File: config.mk
export PLATFORM = sky130hd
export DESIGN_NAME = alu16_muldiv_seq
export DESIGN_NICKNAME = d
export VERILOG_FILES = /design/src/rtl/alu16_muldiv_seq.sv
export SDC_FILE = /design/constraint.sdc
export NUM_CORES = 1
export LEC_CHECK = 0
export BUFFER_PORTS_ARGS = -buffer_cell sky130_fd_sc_hd__buf_2
export CAP_MARGIN = 20
export CORE_ASPECT_RATIO = 0.7
export CORE_MARGIN = 2
export CORE_UTILIZATION = 30
export CTS_CLUSTER_DIAMETER = 150
export DETAILED_ROUTE_END_ITERATION = 10
export PLACE_DENSITY = 0.57
export SLEW_MARGIN = 30
export SYNTH_ARGS = -nofsm -noshare
export SYNTH_HDL_FRONTEND = slang
export SYNTH_SLANG_ARGS = --single-unit
export TNS_END_PERCENT = 5
File: constraint.sdc
create_clock -name clk -period 1.9 [get_ports clk]
set_input_delay 0.19 -clock clk [delete_from_list [all_inputs] [get_ports clk]]
set_output_delay 0.19 -clock clk [all_outputs]
set_load 0.01 [all_outputs]
File: src/rtl/alu16_muldiv_seq.sv
// Sequencer that borrows the shared 16-bit ALU for unsigned shift-add multiply
// and restoring divide, one granted ALU pass per bit.
module alu16_muldiv_seq (
  input  logic        clk,
  input  logic        rst_n,
  input  logic        start,
  input  logic        cmd,
  input  logic [15:0] op_a,
  input  logic [15:0] op_b,
  output logic        busy,
  output logic        done,
  output logic [31:0] prod,
  output logic [15:0] quot,
  output logic [15:0] rem,
  output logic        div0,
  output logic        alu_req,
  input  logic        alu_gnt,
  output logic [15:0] alu_a,
  output logic [15:0] alu_b,
  output logic        alu_bnegate,
  output logic [2:0]  alu_op,
  input  logic [15:0] alu_result,
  input  logic        alu_cout,
  output logic [1:0]  dbg_state
);
  localparam logic [2:0] OP_ADD = 3'b010;

  typedef enum logic [1:0] {S_IDLE, S_MUL, S_DIV, S_DONE} state_t;

  state_t      state_q, state_d;
  logic [4:0]  cnt_q, cnt_d;
  // acc: hi (multiply) / partial remainder r (divide); sh: lo / q; opd: mcand / d
  logic [15:0] acc_q, acc_d, sh_q, sh_d, opd_q, opd_d;
  logic        busy_q, busy_d, done_q, done_d, div0_q, div0_d;
  logic [31:0] prod_q, prod_d;
  logic [15:0] quot_q, quot_d, rem_q, rem_d;

  always_ff @(posedge clk or negedge rst_n) begin
    if (!rst_n) begin
      state_q <= S_IDLE;
      cnt_q   <= '0;
      acc_q   <= '0;
      sh_q    <= '0;
      opd_q   <= '0;
      busy_q  <= 1'b0;
      done_q  <= 1'b0;
      div0_q  <= 1'b0;
      prod_q  <= '0;
      quot_q  <= '0;
      rem_q   <= '0;
    end else begin
      state_q <= state_d;
      cnt_q   <= cnt_d;
      acc_q   <= acc_d;
      sh_q    <= sh_d;
      opd_q   <= opd_d;
      busy_q  <= busy_d;
      done_q  <= done_d;
      div0_q  <= div0_d;
      prod_q  <= prod_d;
      quot_q  <= quot_d;
      rem_q   <= rem_d;
    end
  end

  // ALU drive depends on registered state only, so it holds steady through a stall.
  always_comb begin
    alu_req     = 1'b0;
    alu_a       = '0;
    alu_b       = '0;
    alu_bnegate = 1'b0;
    alu_op      = OP_ADD;
    case (state_q)
      S_MUL: begin
        alu_req = 1'b1;
        alu_a   = acc_q;
        alu_b   = opd_q;
      end
      S_DIV: begin
        alu_req     = 1'b1;
        alu_a       = {acc_q[14:0], sh_q[15]};
        alu_b       = opd_q;
        alu_bnegate = 1'b1;
      end
      default: ;
    endcase
  end

  always_comb begin
    state_d = state_q;
    cnt_d   = cnt_q;
    acc_d   = acc_q;
    sh_d    = sh_q;
    opd_d   = opd_q;
    busy_d  = busy_q;
    done_d  = 1'b0;
    div0_d  = div0_q;
    prod_d  = prod_q;
    quot_d  = quot_q;
    rem_d   = rem_q;
    case (state_q)
      S_IDLE: begin
        if (start) begin
          cnt_d = '0;
          if (!cmd) begin
            acc_d   = '0;
            sh_d    = op_b;
            opd_d   = op_a;
            busy_d  = 1'b1;
            state_d = S_MUL;
          end else if (op_b != 16'd0) begin
            acc_d   = '0;
            sh_d    = op_a;
            opd_d   = op_b;
            busy_d  = 1'b1;
            state_d = S_DIV;
          end else begin
            quot_d  = 16'hFFFF;
            rem_d   = op_a;
            div0_d  = 1'b1;
            done_d  = 1'b1;
            state_d = S_DONE;
          end
        end
      end
      S_MUL: begin
        if (alu_gnt) begin
          if (sh_q[0]) {acc_d, sh_d} = {alu_cout, alu_result, sh_q[15:1]};
          else         {acc_d, sh_d} = {1'b0, acc_q, sh_q[15:1]};
          cnt_d = cnt_q + 5'd1;
          if (cnt_q == 5'd15) begin
            prod_d  = {acc_d, sh_d};
            busy_d  = 1'b0;
            done_d  = 1'b1;
            state_d = S_DONE;
          end
        end
      end
      S_DIV: begin
        if (alu_gnt) begin
          // The bit shifted out of r (s[16]) means s already exceeds any 16-bit d.
          if (acc_q[15] || alu_cout) begin
            acc_d = alu_result;
            sh_d  = {sh_q[14:0], 1'b1};
          end else begin
            acc_d = {acc_q[14:0], sh_q[15]};
            sh_d  = {sh_q[14:0], 1'b0};
          end
          cnt_d = cnt_q + 5'd1;
          if (cnt_q == 5'd15) begin
            quot_d  = sh_d;
            rem_d   = acc_d;
            div0_d  = 1'b0;
            busy_d  = 1'b0;
            done_d  = 1'b1;
            state_d = S_DONE;
          end
        end
      end
      S_DONE:  state_d = S_IDLE;
      default: state_d = S_IDLE;
    endcase
  end

  assign busy      = busy_q;
  assign done      = done_q;
  assign prod      = prod_q;
  assign quot      = quot_q;
  assign rem       = rem_q;
  assign div0      = div0_q;
  assign dbg_state = state_q;
endmodule

### Word level (Yosys, flattened, before mapping)

Cells that the tools add are included.

* output and inout bits: 106
* logic and storage cells: 99
* flip-flop bits (word level): 122
* input port bits: 54

* reduce and logical (&&, ||, !) cells: 14
* eq/ne operators: 14
* mux-type cells: 59
* add/subtract/negate cells: 1

Operators by type and width (number)
* $mux 16: 26
* $pmux 16 s2: 3
* $pmux 16 s3: 2
* $mux 1: 17
* $reduce_bool 16->1: 1
* $ne 2x2->1 const B: 6
* $reduce_and 3->1: 4
* $mux 5: 2
* $pmux 5 s2: 1
* $reduce_and 5->1: 2
* $mux 2: 4
* $ne 2x1->1 const B: 3
* $pmux 1 s2: 3
* $pmux 2 s3: 1
* $reduce_and 6->1: 1
* $add 5x1->5 const B: 1
* $eq 5x4->1 const B: 1
* $eq 2x2->1 const B: 2
* $reduce_bool 2->1: 2
* $ne 3x3->1 const B: 1
* $reduce_bool 3->1: 1
* $eq 2x1->1 const B: 1
* $logic_not 2->1: 1
* $reduce_or 2->1: 1
* $logic_or 1x1->1: 1

### Longest topological paths before layout

Gate-level depths: netlist (run 1).

* word-level depth: 5
* gate-level depth with buffers: 10
* mapped depth without buffers: 8

### Worst setup path after synthesis (run 1)

Ideal clock, no wire load.

* path kind: reg2reg
* start: register state_q[0], in the netlist dbg_state[0]
* end: register acc_q[15]
* cell stages (with the launch flop): 10
* arrival time: 1.939 ns
* setup time: 0.067 ns
* data required time: 1.833 ns
* path buffers: 3
* path slack: -0.106 ns
* clock period less this slack: 2.006 ns
* cells stage by stage: dfrtp_1 -> inv_1 -> ha_1 -> buf_2 -> o21ba_2 -> nor3_2 -> and2_1 -> buf_2 -> buf_2 -> a32o_1

* cells in the longest elaborated chain, start to end: 3
* elaborated cells on any way between the ends: 10
* those cells by class: 6 x eq/ne; 1 x mux; 3 x reduce/logical

Ends and longest elaborated chain
* from (decl): line 30 `state_t state_q, state_d;`
* from (signal assigned): line 52 `state_q <= state_d;`
* $eq 2x1->1, or another cell as far along: line 101 `case (state_q)`
* $ne 2x2->1 (no source line), or another cell as far along
* $reduce_and 5->1 (no source line)
* to (signal assigned): line 42 `acc_q <= '0;`
* to (signal assigned): line 54 `acc_q <= acc_d;`
* to (decl): line 33 `logic [15:0] acc_q, acc_d, sh_q, sh_d, opd_q, opd_d;`

Several ways; a longest one is shown, not always the timed one.
A chain may end at the register's enable or synchronous reset.

### Worst setup path after layout (run 1)

* start: register state_q[0], in the netlist dbg_state[0]
* end: output port alu_a[7]

* cells in the longest elaborated chain, start to end: 2
* elaborated cells on any way between the ends: 3
* those cells by class: 2 x eq/ne; 1 x mux

Ends and longest elaborated chain
* $eq 2x2->1 / $eq 2x1->1 (equally long branches): line 73 `case (state_q)`
* $pmux 16 s2 *: line 73
* to (decl): line 18 `output logic [15:0] alu_a,`

Every way passes the cells marked *; elsewhere a longest branch is shown, timed or not.

==> summary.md, run 1 <==
| Metric | Value |
|---|---|
| Unrepaired setup endpoints after global routing | true |
| Routability cong. | 0.833 |
| Yosys top cell area share | 0.467 |
| Antenna Violating Nets Remaining | 0 |
| Post-route DRC | 0 |
| Avg Synthesized Cell Area | 10.1 um^2 |
| Ys async rst share | 1.00 |
| Synth cell types | 45 |
| Max Cap Violations | 0 |
| CP max FO | 14 |
| Clock latency on the worst-skew pair | 0.43 ns |
| Pin count of the biggest net entering global routing | 38 |
| Compound-Gate Fraction of Synth Area | 0.218 |
| Initial cell density of the core | 0.304 |
| Xor and xnor area share after synthesis | 0 |
| Worst slew margin | 0.601 |
| Warnings from Yosys | 0 |
| Ratio of final minimum period to clock period | 1.05 |
| Failing checks | negative setup slack |
| Fmax | 503 MHz |
| First-pass GRT wire length | 35100 um |
| Type of origin of the critical path | register |
| CP Data Arrival Time | 1.80 ns |
| Die Ht | 127 um |
| FP Rows | 45 |
| Avg WL per Cell | 20.3 um |
| Post-route insts no fill | 1124 |
| Clk buf depth | 2 |
| # placed instances | 1078 |
| Post-synth top flop | dfrtp_1 |
| Final Net Count | 890 |
| Vias in the first global route | 5560 |
| Setup TNS | -1.44 ns |
| Leak | 4.39 nW |
| Min-Delay Path Class | primary input to register |
| Fin area | 8960 um^2 |
| Setup-failing EPs final | 61 |
| Status | complete, but fails checks |
| Mapped Area | 6530 um^2 |
| Mapped Cells | 646 |
| PwrDens | 1520 nW/um^2 |
| PortBufs | 156 |
| Clock sinks | 122 |
| Core area | 21500 um^2 |
| Slew Viols, Final | 0 |
| Register bit total from synthesis | 122 |
| Post-synthesis adder-cell area fraction | 0.0134 |
| Initial antenna violation count | 0 |
| Min Tclk post-route | 1.99 ns |
| Worst VDD drop | 1170 uV |
| DP HPWL | 15800 um |
| Clock Skews | 0.0103 ns |
| Inserted Diodes | 0 |
| Vias per cell | 5.19 |
| # fillers | 2140 |
| Hold path depth | 3 |
| GRT Residual Overflow | 0 |
| Register area share after synthesis | 0.467 |
| Setup ws final | -0.0866 ns |
| Drt pass-1 iters | 5 |
| Clock transition at path regs | 0.06 ns |
| CTS tree | yes |
| Initial DRC count | 608 |
| Main combinational cell family by area after synthesis | compound AO/OA/AOI/OAI gates |
| Number of synthesized flops with an enable pin | 0 |
| Area grow syn2layout | 37.1% |
| FF-to-FF path depth | 8 |
| Gr usage total | 0.202 |
| Share of cells above drive strength 1 | 0.418 |
| Area share of and/or/nand/nor cells after synthesis | 0.118 |
| Worst-Margin Slew | 0.598 ns |
| Hold Fails Final Rpt | 0 |
| Yosys top cell by area | dfrtp_1 |
| Post-DP Area | 7940 um^2 |
| Total Routed Length | 22800 um |
| Setup crit end kind | output pin |
| Most area-consuming cells after synthesis | dfrtp_1 (47%), mux2_2 (11%), nand2_1 (4.3%), a21oi_1 (4.1%), o21ai_0 (4.0%) |
| Vias | 5836 |
| Num CTS Buffers | 17 |
| Setup CP Type | register to output pin |
| DP Worst Slack | -0.0472 ns |
| Boundary Pins | 160 |
| Die area | 23000 um^2 |
| H-Tree Depth | 4 |
| Die X | 180 um |
| Post-synthesis mux area share | 0.136 |
| Critical path required time | 1.71 ns |
| Root Driver | clkbuf_16 |
| Pwr Total | 13.6 mW |
-- cells in the final DEF (no fill, tap or decap), types with 5 or more instances in the layout --
master | netlist | routed
a21o_1 | 17 | 17
a21oi_1 | 54 | 52
a22o_1 | 6 | 6
a22oi_1 | 30 | 24
a22oi_2 | 0 | 6
a32o_1 | 16 | 16
and2_1 | 18 | 18
buf_12 | 0 | 13
buf_2 | 21 | 155
buf_4 | 5 | 41
clkbuf_16 | 0 | 19
dfrtp_1 | 122 | 122
mux2_2 | 63 | 63
mux2i_1 | 18 | 18
nand2_1 | 75 | 74
nor2_1 | 21 | 21
nor2b_1 | 17 | 11
nor2b_2 | 0 | 5
o21ai_0 | 52 | 52
o21ai_1 | 15 | 15
o22a_1 | 15 | 15
-- per-layer routing --
layer	vias up	wire length [um]	track usage
met5	-	0	0
li1	2716	-	-
met2	246	8970	0.261
met3	17	1930	0.0556
met4	0	281	0.0565
met1	2857	11600	0.321
-- through the flow --
| stage | hold slack, ns | util |
|---|---|---|
| 2_1_floorplan | -0.106 | - |
| 3_3_place_gp | 0.191 | 0.369 |
| 3_5_place_dp | 0.190 | 0.369 |
| 4_1_cts | 0.116 | 0.410 |
| 5_1_grt | 0.125 | 0.416 |
| 6_report | 0.127 | 0.416 |
-- state kept, by name, indices dropped and copies added (netlist names) --
name       count
sh_q          16
opd_q         16
quot          16
cnt_q          5
acc_q         16
div0           1
busy           1
dbg_state      2
rem           16
done           1
prod          32
-- layout make-up --
type | count | area (um^2) | area share
clock inverter | 12 | 164 | 0.0183
tap | 282 | 353 | 0.0394
clock buffer | 20 | 447 | 0.0499
inverter | 7 | 26.3 | 0.00293
sequential | 122 | 3050 | 0.341
timing repair buffer | 220 | 1560 | 0.174
multi-input combinational | 461 | 3350 | 0.374
-- worst paths after layout --
kind | startpoint | end | slack (ns)
max | dbg_state[0] | alu_a[7] | -0.09
max reg2reg | dbg_state[0] | acc_q[13] | -0.04
min reg2reg | prod[31] | prod[31] | 0.48
min in group asynchronous | rst_n | opd_q[0] | 0.29
max in group asynchronous | rst_n | rem[10] | 1.00
min | op_a[5] | rem[5] | 0.13
-- critical path, cell delays in order (launching register included) --
cell,delay (ns)
dfrtp_1,0.41
buf_6,0.14
ha_4,0.17
buf_12,0.15
buf_12,0.14
a22oi_2,0.16
nor2b_1,0.06
buf_2,0.13
-- Yosys cell counts (5+ instances only) --
cell and number:
buf_1 6, mux2_2 63, nor2b_1 17, a22o_1 6, a21o_1 17, buf_2 21
and2_1 18, o22a_1 15, nor2_1 21, dfrtp_1 122, nand2_1 75, inv_1 6
a21oi_1 54, mux2i_1 18, o21ai_1 15, clkbuf_1 23, o21ai_0 52, a32o_1 16
a22oi_1 30, buf_4 5, ha_1 7
-- logic make-up after synthesis --
family	Yosys count
AOI/OAI and AO/OA	219
buffers and inverters	64
adders and majority gates	7
muxes	81
and+or+nand+nor	151
DFF	122
other	2
-- power breakdown --
group          internal [mW]  switching [mW]  leakage (nW)
logic                   3.08            3.53          2.48
clock network           2.12            1.30         0.296
registers               3.09           0.530          1.61
-- what timing repair did --
action | CTS | global route
endpoints found under the hold margin | 27 | 0
setup endpoints to repair | 83 | 130
gates cloned | 3 | 2
gates resized for setup | 27 | 14
buffers inserted | 6 | 2
hold buffers | 1 | 0
pin swaps | 1 | 4
No activity file was read; power rests on OpenSTA's default activity.
==> run 2: changes to the inputs <==
--- a/config.mk
+++ b/config.mk
@@ -13,6 +13,7 @@
 export CTS_CLUSTER_DIAMETER = 150
 export DETAILED_ROUTE_END_ITERATION = 10
 export PLACE_DENSITY = 0.57
+export REMOVE_ABC_BUFFERS = 1
 export SLEW_MARGIN = 30
 export SYNTH_ARGS = -nofsm -noshare
 export SYNTH_HDL_FRONTEND = slang
==> summary.md, run 2 (synthesized netlist as in run 1, its figures left out) <==
| Metric | Value |
|---|---|
| Reg2reg start | cnt_q[0] (was dbg_state[0]) |
| Fmax | 494 MHz (was 503 MHz) |
| Routability cong. | 0.803 (was 0.833) |
| GRT Residual Overflow | 0 (unchanged) |
| Vias per cell | 5.16 (was 5.19) |
| Status | complete, but fails checks (unchanged) |
| Hold Fails Final Rpt | 0 (unchanged) |
| Setup ws final | -0.123 ns (was -0.0866 ns) |
| Clock transition at path regs | 0.06 ns (about the same) |
| Min-Delay Path Class | primary input to register (unchanged) |
| # placed instances | 1080 (was 1078) |
| Setup CP Type | register to output pin (unchanged) |
| Met2 usage | 0.273 (was 0.261) |
| Min-delay src | alu_cout (was op_a[5]) |
| Die X | 180 um (unchanged) |
| Commonest non-fill, non-tap cell in the layout | buf_2 (unchanged) |
| Die area | 23000 um^2 (unchanged) |
| PwrDens | 1600 nW/um^2 (was 1520 nW/um^2) |
| Worst VDD drop | 698 uV (was 1170 uV) |
| Slew Viols, Final | 0 (unchanged) |
| DP HPWL | 15300 um (was 15800 um) |
| Clock Skews | 0.0108 ns (was 0.0103 ns) |
| First-pass GRT wire length | 33600 um (was 35100 um) |
| Failing checks | negative setup slack (unchanged) |
| Hold path depth | 3 (unchanged) |
| Share of cells above drive strength 1 | 0.452 (was 0.418) |
| H-Tree Depth | 4 (unchanged) |
| Met3 usage | 0.0448 (was 0.0556) |
| Pwr Total | 14.7 mW (was 13.6 mW) |
| Vias | 5854 (was 5836) |
| Boundary Pins | 160 (unchanged) |
| Post-route DRC | 0 (unchanged) |
| Initial antenna violation count | 1 (was 0) |
| Worst R2R End | quot[0] (was acc_q[13]) |
| Root Driver | clkbuf_16 (unchanged) |
| Unrepaired setup endpoints after global routing | true (unchanged) |
| Antenna Violating Nets Remaining | 0 (unchanged) |
| Min Tclk post-route | 2.02 ns (was 1.99 ns) |
| Clock sinks | 122 (unchanged) |
| Total Routed Length | 22200 um (was 22800 um) |
| Clock latency on the worst-skew pair | 0.42 ns (was 0.43 ns) |
| Ratio of final minimum period to clock period | 1.06 (was 1.05) |
| Post-DP Area | 7970 um^2 (was 7940 um^2) |
| Core area | 21500 um^2 (unchanged) |
| Initial DRC count | 498 (was 608) |
| Avg WL per Cell | 19.6 um (was 20.3 um) |
| Crit path max-delay family | buffers and inverters (unchanged) |
| Area grow syn2layout | 41.1% (was 37.1%) |
| Leak | 4.50 nW (was 4.39 nW) |
| CP max FO | 6 (was 14) |
| # fillers | 2115 (was 2140) |
| FF-to-FF path depth | 9 (was 8) |
| Vias in the first global route | 5488 (was 5560) |
| Gr usage total | 0.192 (was 0.202) |
| Setup-failing EPs final | 31 (was 61) |
| Max Cap Violations | 0 (unchanged) |
| Post-route insts no fill | 1135 (was 1124) |
| Most frequent cells in the layout | buf_2 (147), dfrtp_1 (121), nand2_1 (73) (was buf_2 (155), dfrtp_1 (122), nand2_1 (74)) |
| Critical-path cell list | inv_2 > buf_6 > ha_4 > buf_6 > buf_12 > and2_4 > buf_6 (was buf_6 > ha_4 > buf_12 > buf_12 > a22oi_2 > nor2b_1 > buf_2) |
| PortBufs | 156 (unchanged) |
| Setup crit end kind | output pin (unchanged) |
| M1 GR Usage | 0.288 (was 0.321) |
| Max reg flops | 32 (unchanged) |
| Num CTS Buffers | 17 (unchanged) |
| Final Net Count | 900 (was 890) |
| Pin count of the biggest net entering global routing | 61 (was 38) |
| Worst path max stage delay | 0.36 ns (was 0.41 ns) |
| Worst-path cell with the longest stage delay | dfrtp_1 (unchanged) |
| Hold path endpoint | prod[31] (was rem[5]) |
| Die Ht | 127 um (unchanged) |
| Clk buf depth | 2 (unchanged) |
| Busiest grt layer | met1 (unchanged) |
| Most frequent CP cell | buf_6 (was buf_12) |
| Fin area | 9220 um^2 (was 8960 um^2) |
| Drt pass-1 iters | 5 (unchanged) |
| Initial cell density of the core | 0.304 (unchanged) |
| CP Data Arrival Time | 1.83 ns (was 1.80 ns) |
| FP Rows | 45 (unchanged) |
| FF-to-FF setup slack | -0.01 ns (was -0.04 ns) |
| Type of origin of the critical path | register (unchanged) |
| DP Worst Slack | -0.108 ns (was -0.0472 ns) |
| Critical path required time | 1.71 ns (about the same) |
| CTS tree | yes (unchanged) |
| Buf+Inv Stages, Crit Path | 5 (was 4) |
-- run 2: cell type report --
| type | count | area, um^2 | share of cell area |
|---|---|---|---|
| Clock inverter | 10 | 141 | 0.0153 |
| Multi-Input combinational cell | 461 | 3420 | 0.371 |
| Sequential cell | 122 | 3050 | 0.331 |
| Timing Repair Buffer | 230 | 1740 | 0.189 |
| Clock buffer | 22 | 474 | 0.0514 |
| Inverter | 7 | 28.8 | 0.00312 |
| Tap cell | 282 | 353 | 0.0383 |
| Antenna cell | 1 | 2.50 | 0.000271 |
-- run 2: per-stage QoR --
step	hold slack (ns)	utilization	TNS (ns)
2_1_floorplan	-0.106	-	-104.42
3_3_place_gp	0.146	0.370	-2.15
3_5_place_dp	0.146	0.370	-3.36
4_1_cts	0.0708	0.421	-2.62
5_1_grt	0.0823	0.429	-4.18
6_report	0.0813	0.429	-1.72
-- run 2: timing repair --
| action | CTS | global route |
|---|---|---|
| hold endpoints to repair | 24 | 0 |
| pin swaps | 7 | 10 |
| setup buffers | 9 | 7 |
| hold buffers | 1 | 0 |
| setup endpoints to repair | 96 | 124 |
| gates resized for setup | 60 | 26 |
| gates cloned | 5 | 2 |
-- run 2: worst max-delay path by stage --
stage / startpoint / end / slack (ns) / depth (start not counted)
6_report: dbg_state[0] / alu_b[8] / -0.12 / 7
5_1_grt: dbg_state[1] / alu_a[0] / -0.19 / 6
4_1_cts: dbg_state[0] / alu_b[8] / -0.12 / 7
3_5_place_dp: cnt_q[0] / quot[12] / -0.11 / 8
3_3_place_gp: cnt_q[0] / quot[6] / -0.08 / 8
2_1_floorplan: dbg_state[0] / rem[0] / -1.26 / 6
-- run 2: tightest hold or removal path, stage by stage --
cell     delay (ns)
buf_2          0.13
nand2_1        0.06
o21ai_0        0.07
-- run 2: per-layer routing --
| metal | wire length, um | part of all wire | up-vias |
|---|---|---|---|
| met5 | 0 | 0 | - |
| met4 | 212 | 0.0095 | 0 |
| met3 | 1570 | 0.070 | 17 |
| met2 | 9540 | 0.43 | 218 |
| met1 | 10900 | 0.49 | 2876 |
| li1 | - | - | 2743 |
-- run 2: power by group --
part | switching [mW] | internal, mW
logic | 3.72 | 3.90
registers | 0.585 | 3.09
clock network | 1.25 | 2.17
==> run 3: changes to the inputs <==
--- a/config.mk
+++ b/config.mk
@@ -7,12 +7,14 @@
 export LEC_CHECK = 0
 export BUFFER_PORTS_ARGS = -buffer_cell sky130_fd_sc_hd__buf_2
 export CAP_MARGIN = 20
+export CELL_PAD_IN_SITES_DETAIL_PLACEMENT = 1
+export CELL_PAD_IN_SITES_GLOBAL_PLACEMENT = 2
 export CORE_ASPECT_RATIO = 0.7
 export CORE_MARGIN = 2
 export CORE_UTILIZATION = 30
 export CTS_CLUSTER_DIAMETER = 150
 export DETAILED_ROUTE_END_ITERATION = 10
-export PLACE_DENSITY = 0.57
+export PLACE_DENSITY = 0.81
 export REMOVE_ABC_BUFFERS = 1
 export SLEW_MARGIN = 30
 export SYNTH_ARGS = -nofsm -noshare
==> summary.md, run 3 (synthesized netlist as in run 1, its figures left out) <==
| Metric | Value |
|---|---|
| Min-Delay Path Class | primary input to register (unchanged) |
| # fillers | 2423 (was 2115) |
| Clock sinks | 122 (unchanged) |
| GRT Residual Overflow | 0 (unchanged) |
| Worst-path cell with the longest stage delay | dfrtp_1 (unchanged) |
| Initial DRC count | 441 (was 498) |
| Worst-Margin Slew | 0.537 ns |
| Fin area | 9220 um^2 (about the same) |
| Commonest non-fill, non-tap cell in the layout | buf_2 (unchanged) |
| PortBufs | 156 (unchanged) |
| M1 GR Usage | 0.327 (was 0.288) |
| Leak | 4.49 nW (was 4.50 nW) |
| Type of origin of the critical path | register (unchanged) |
| Worst VDD drop | 768 uV (was 698 uV) |
| CTS tree | yes (unchanged) |
| Gr usage total | 0.220 (was 0.192) |
| Setup-failing EPs final | 38 (was 31) |
| Inserted Diodes | 0 (was 1) |
| Post-route DRC | 0 (unchanged) |
| Pwr Total | 14.5 mW (was 14.7 mW) |
| Clk buf depth | 2 (unchanged) |
| Crit path max-delay family | buffers and inverters (unchanged) |
| Most frequent cells in the layout | buf_2 (148), dfrtp_1 (122), nand2_1 (69) (was buf_2 (147), dfrtp_1 (121), nand2_1 (73)) |
| Critical path required time | 1.71 ns (about the same) |
| Avg WL per Cell | 22.5 um (was 19.6 um) |
| Total Routed Length | 25300 um (was 22200 um) |
| FP Rows | 45 (unchanged) |
| DP HPWL | 16200 um (was 15300 um) |
| Worst slew margin | 0.642 |
| Min Hold Slack | 0.110 ns (was 0.0813 ns) |
| Die Ht | 127 um (unchanged) |
| Core area | 21500 um^2 (unchanged) |
| Hold Fails Final Rpt | 0 (unchanged) |
| Drt pass-1 iters | 4 (was 5) |
| Post-DP Area | 7900 um^2 (was 7970 um^2) |
| Boundary Pins | 160 (unchanged) |
| CP max FO | 18 (was 6) |
| Worst path max stage delay | 0.40 ns (was 0.36 ns) |
| Clock Skews | 0.0163 ns (was 0.0108 ns) |
| CP Data Arrival Time | 1.79 ns (was 1.83 ns) |
| Vias per cell | 5.39 (was 5.16) |
| Slew Viols, Final | 0 (unchanged) |
| Ratio of final minimum period to clock period | 1.04 (was 1.06) |
| Failing checks | negative setup slack (unchanged) |
| Setup crit end kind | output pin (unchanged) |
| Status | complete, but fails checks (unchanged) |
| First-pass GRT wire length | 38300 um (was 33600 um) |
| Max reg flops | 32 (unchanged) |
| H-Tree Depth | 4 (unchanged) |
| Max Cap Violations | 0 (unchanged) |
| Clock latency on the worst-skew pair | 0.43 ns (was 0.42 ns) |
| Initial antenna violation count | 0 (was 1) |
| Met3 usage | 0.0479 (was 0.0448) |
| Critical-path cell list | buf_4 > ha_4 > buf_12 > a22oi_2 > nor2b_4 > buf_6 (was inv_2 > buf_6 > ha_4 > buf_6 > buf_12 > and2_4 > buf_6) |
| Clock transition at path regs | 0.06 ns (about the same) |
| DP Worst Slack | -0.124 ns (was -0.108 ns) |
| Area grow syn2layout | 41.1% (about the same) |
| Vias | 6085 (was 5854) |
| Root Driver | clkbuf_16 (unchanged) |
| Met2 usage | 0.326 (was 0.273) |
| Num CTS Buffers | 17 (unchanged) |
| Min Tclk post-route | 1.98 ns (was 2.02 ns) |
| Final Net Count | 895 (was 900) |
| Share of cells above drive strength 1 | 0.456 (was 0.452) |
| Vias in the first global route | 6162 (was 5488) |
| Setup CP Type | register to output pin (unchanged) |
| Buf+Inv Stages, Crit Path | 3 (was 5) |
| Unrepaired setup endpoints after global routing | true (unchanged) |
| Pin count of the biggest net entering global routing | 59 (was 61) |
| Setup ws final | -0.0844 ns (was -0.123 ns) |
| Fmax | 504 MHz (was 494 MHz) |
| Die area | 23000 um^2 (unchanged) |
| Routability cong. | 0.798 (was 0.803) |
| PwrDens | 1570 nW/um^2 (was 1600 nW/um^2) |
| Busiest grt layer | met1 (unchanged) |
| Initial cell density of the core | 0.304 (unchanged) |
| Antenna Violating Nets Remaining | 0 (unchanged) |
| Die X | 180 um (unchanged) |
-- run 3: worst reg2reg max path, cell delays in order, from the launching register on --
cell and delay (ns):
dfrtp_1 0.35, ha_2 0.19, and3_4 0.20, ha_4 0.16, nand2_4 0.08, nor3_4 0.24, buf_6 0.16, a21oi_2 0.04
buf_6 0.14, o32a_1 0.27
-- run 3: worst paths after layout --
kind	start	to	slack (ns)	cells past startpoint
max	dbg_state[1]	alu_a[3]	-0.08	6
max in group asynchronous	rst_n	prod[4]	1.02	3
min in group asynchronous	rst_n	rem[15]	0.22	2
min reg2reg	quot[0]	quot[0]	0.49	1
min	op_a[3]	rem[3]	0.11	3
max reg2reg	cnt_q[0]	quot[0]	-0.04	9
-- run 3: per-layer routing --
layer / share of wire / up-vias
met3: 0.055 / 19
met2: 0.44 / 192
met1: 0.49 / 3157
met5: 0 / -
li1: - / 2717
met4: 0.012 / 0
-- run 3: final cells by class --
class / count / area (um^2) / share of cell area
Clock buffer: 19 / 443 / 0.0481
Clock inverter: 13 / 144 / 0.0156
Multi-Input combinational cell: 461 / 3480 / 0.377
Sequential cell: 122 / 3050 / 0.331
Tap cell: 282 / 353 / 0.0383
Timing Repair Buffer: 225 / 1720 / 0.187
Inverter: 7 / 26.3 / 0.00285
-- run 3: timing repair --
item                                    in CTS  in global routing
gates cloned                                 8                  1
hold buffers                                 1                  0
hold endpoints to repair                    19                  0
resized for setup                           67                 46
endpoints found under the setup margin     111                111
pin swaps                                    7                 10
setup buffers                               14                  4
-- run 3: report_power, final --
part           total, mW  switching (mW)  internal, mW
logic               7.50            3.94          3.56
clock network       3.28            1.31          1.98
registers           3.67           0.582          3.09
-- run 3: per-stage QoR --
stage,setup TNS [ns],utilization,std cells
2_1_floorplan,-104.42,-,590
3_3_place_gp,-3.07,0.367,1072
3_5_place_dp,-5.91,0.367,1072
4_1_cts,-0.865,0.420,1126
5_1_grt,-3.33,0.429,1129
6_report,-1.02,0.429,1129
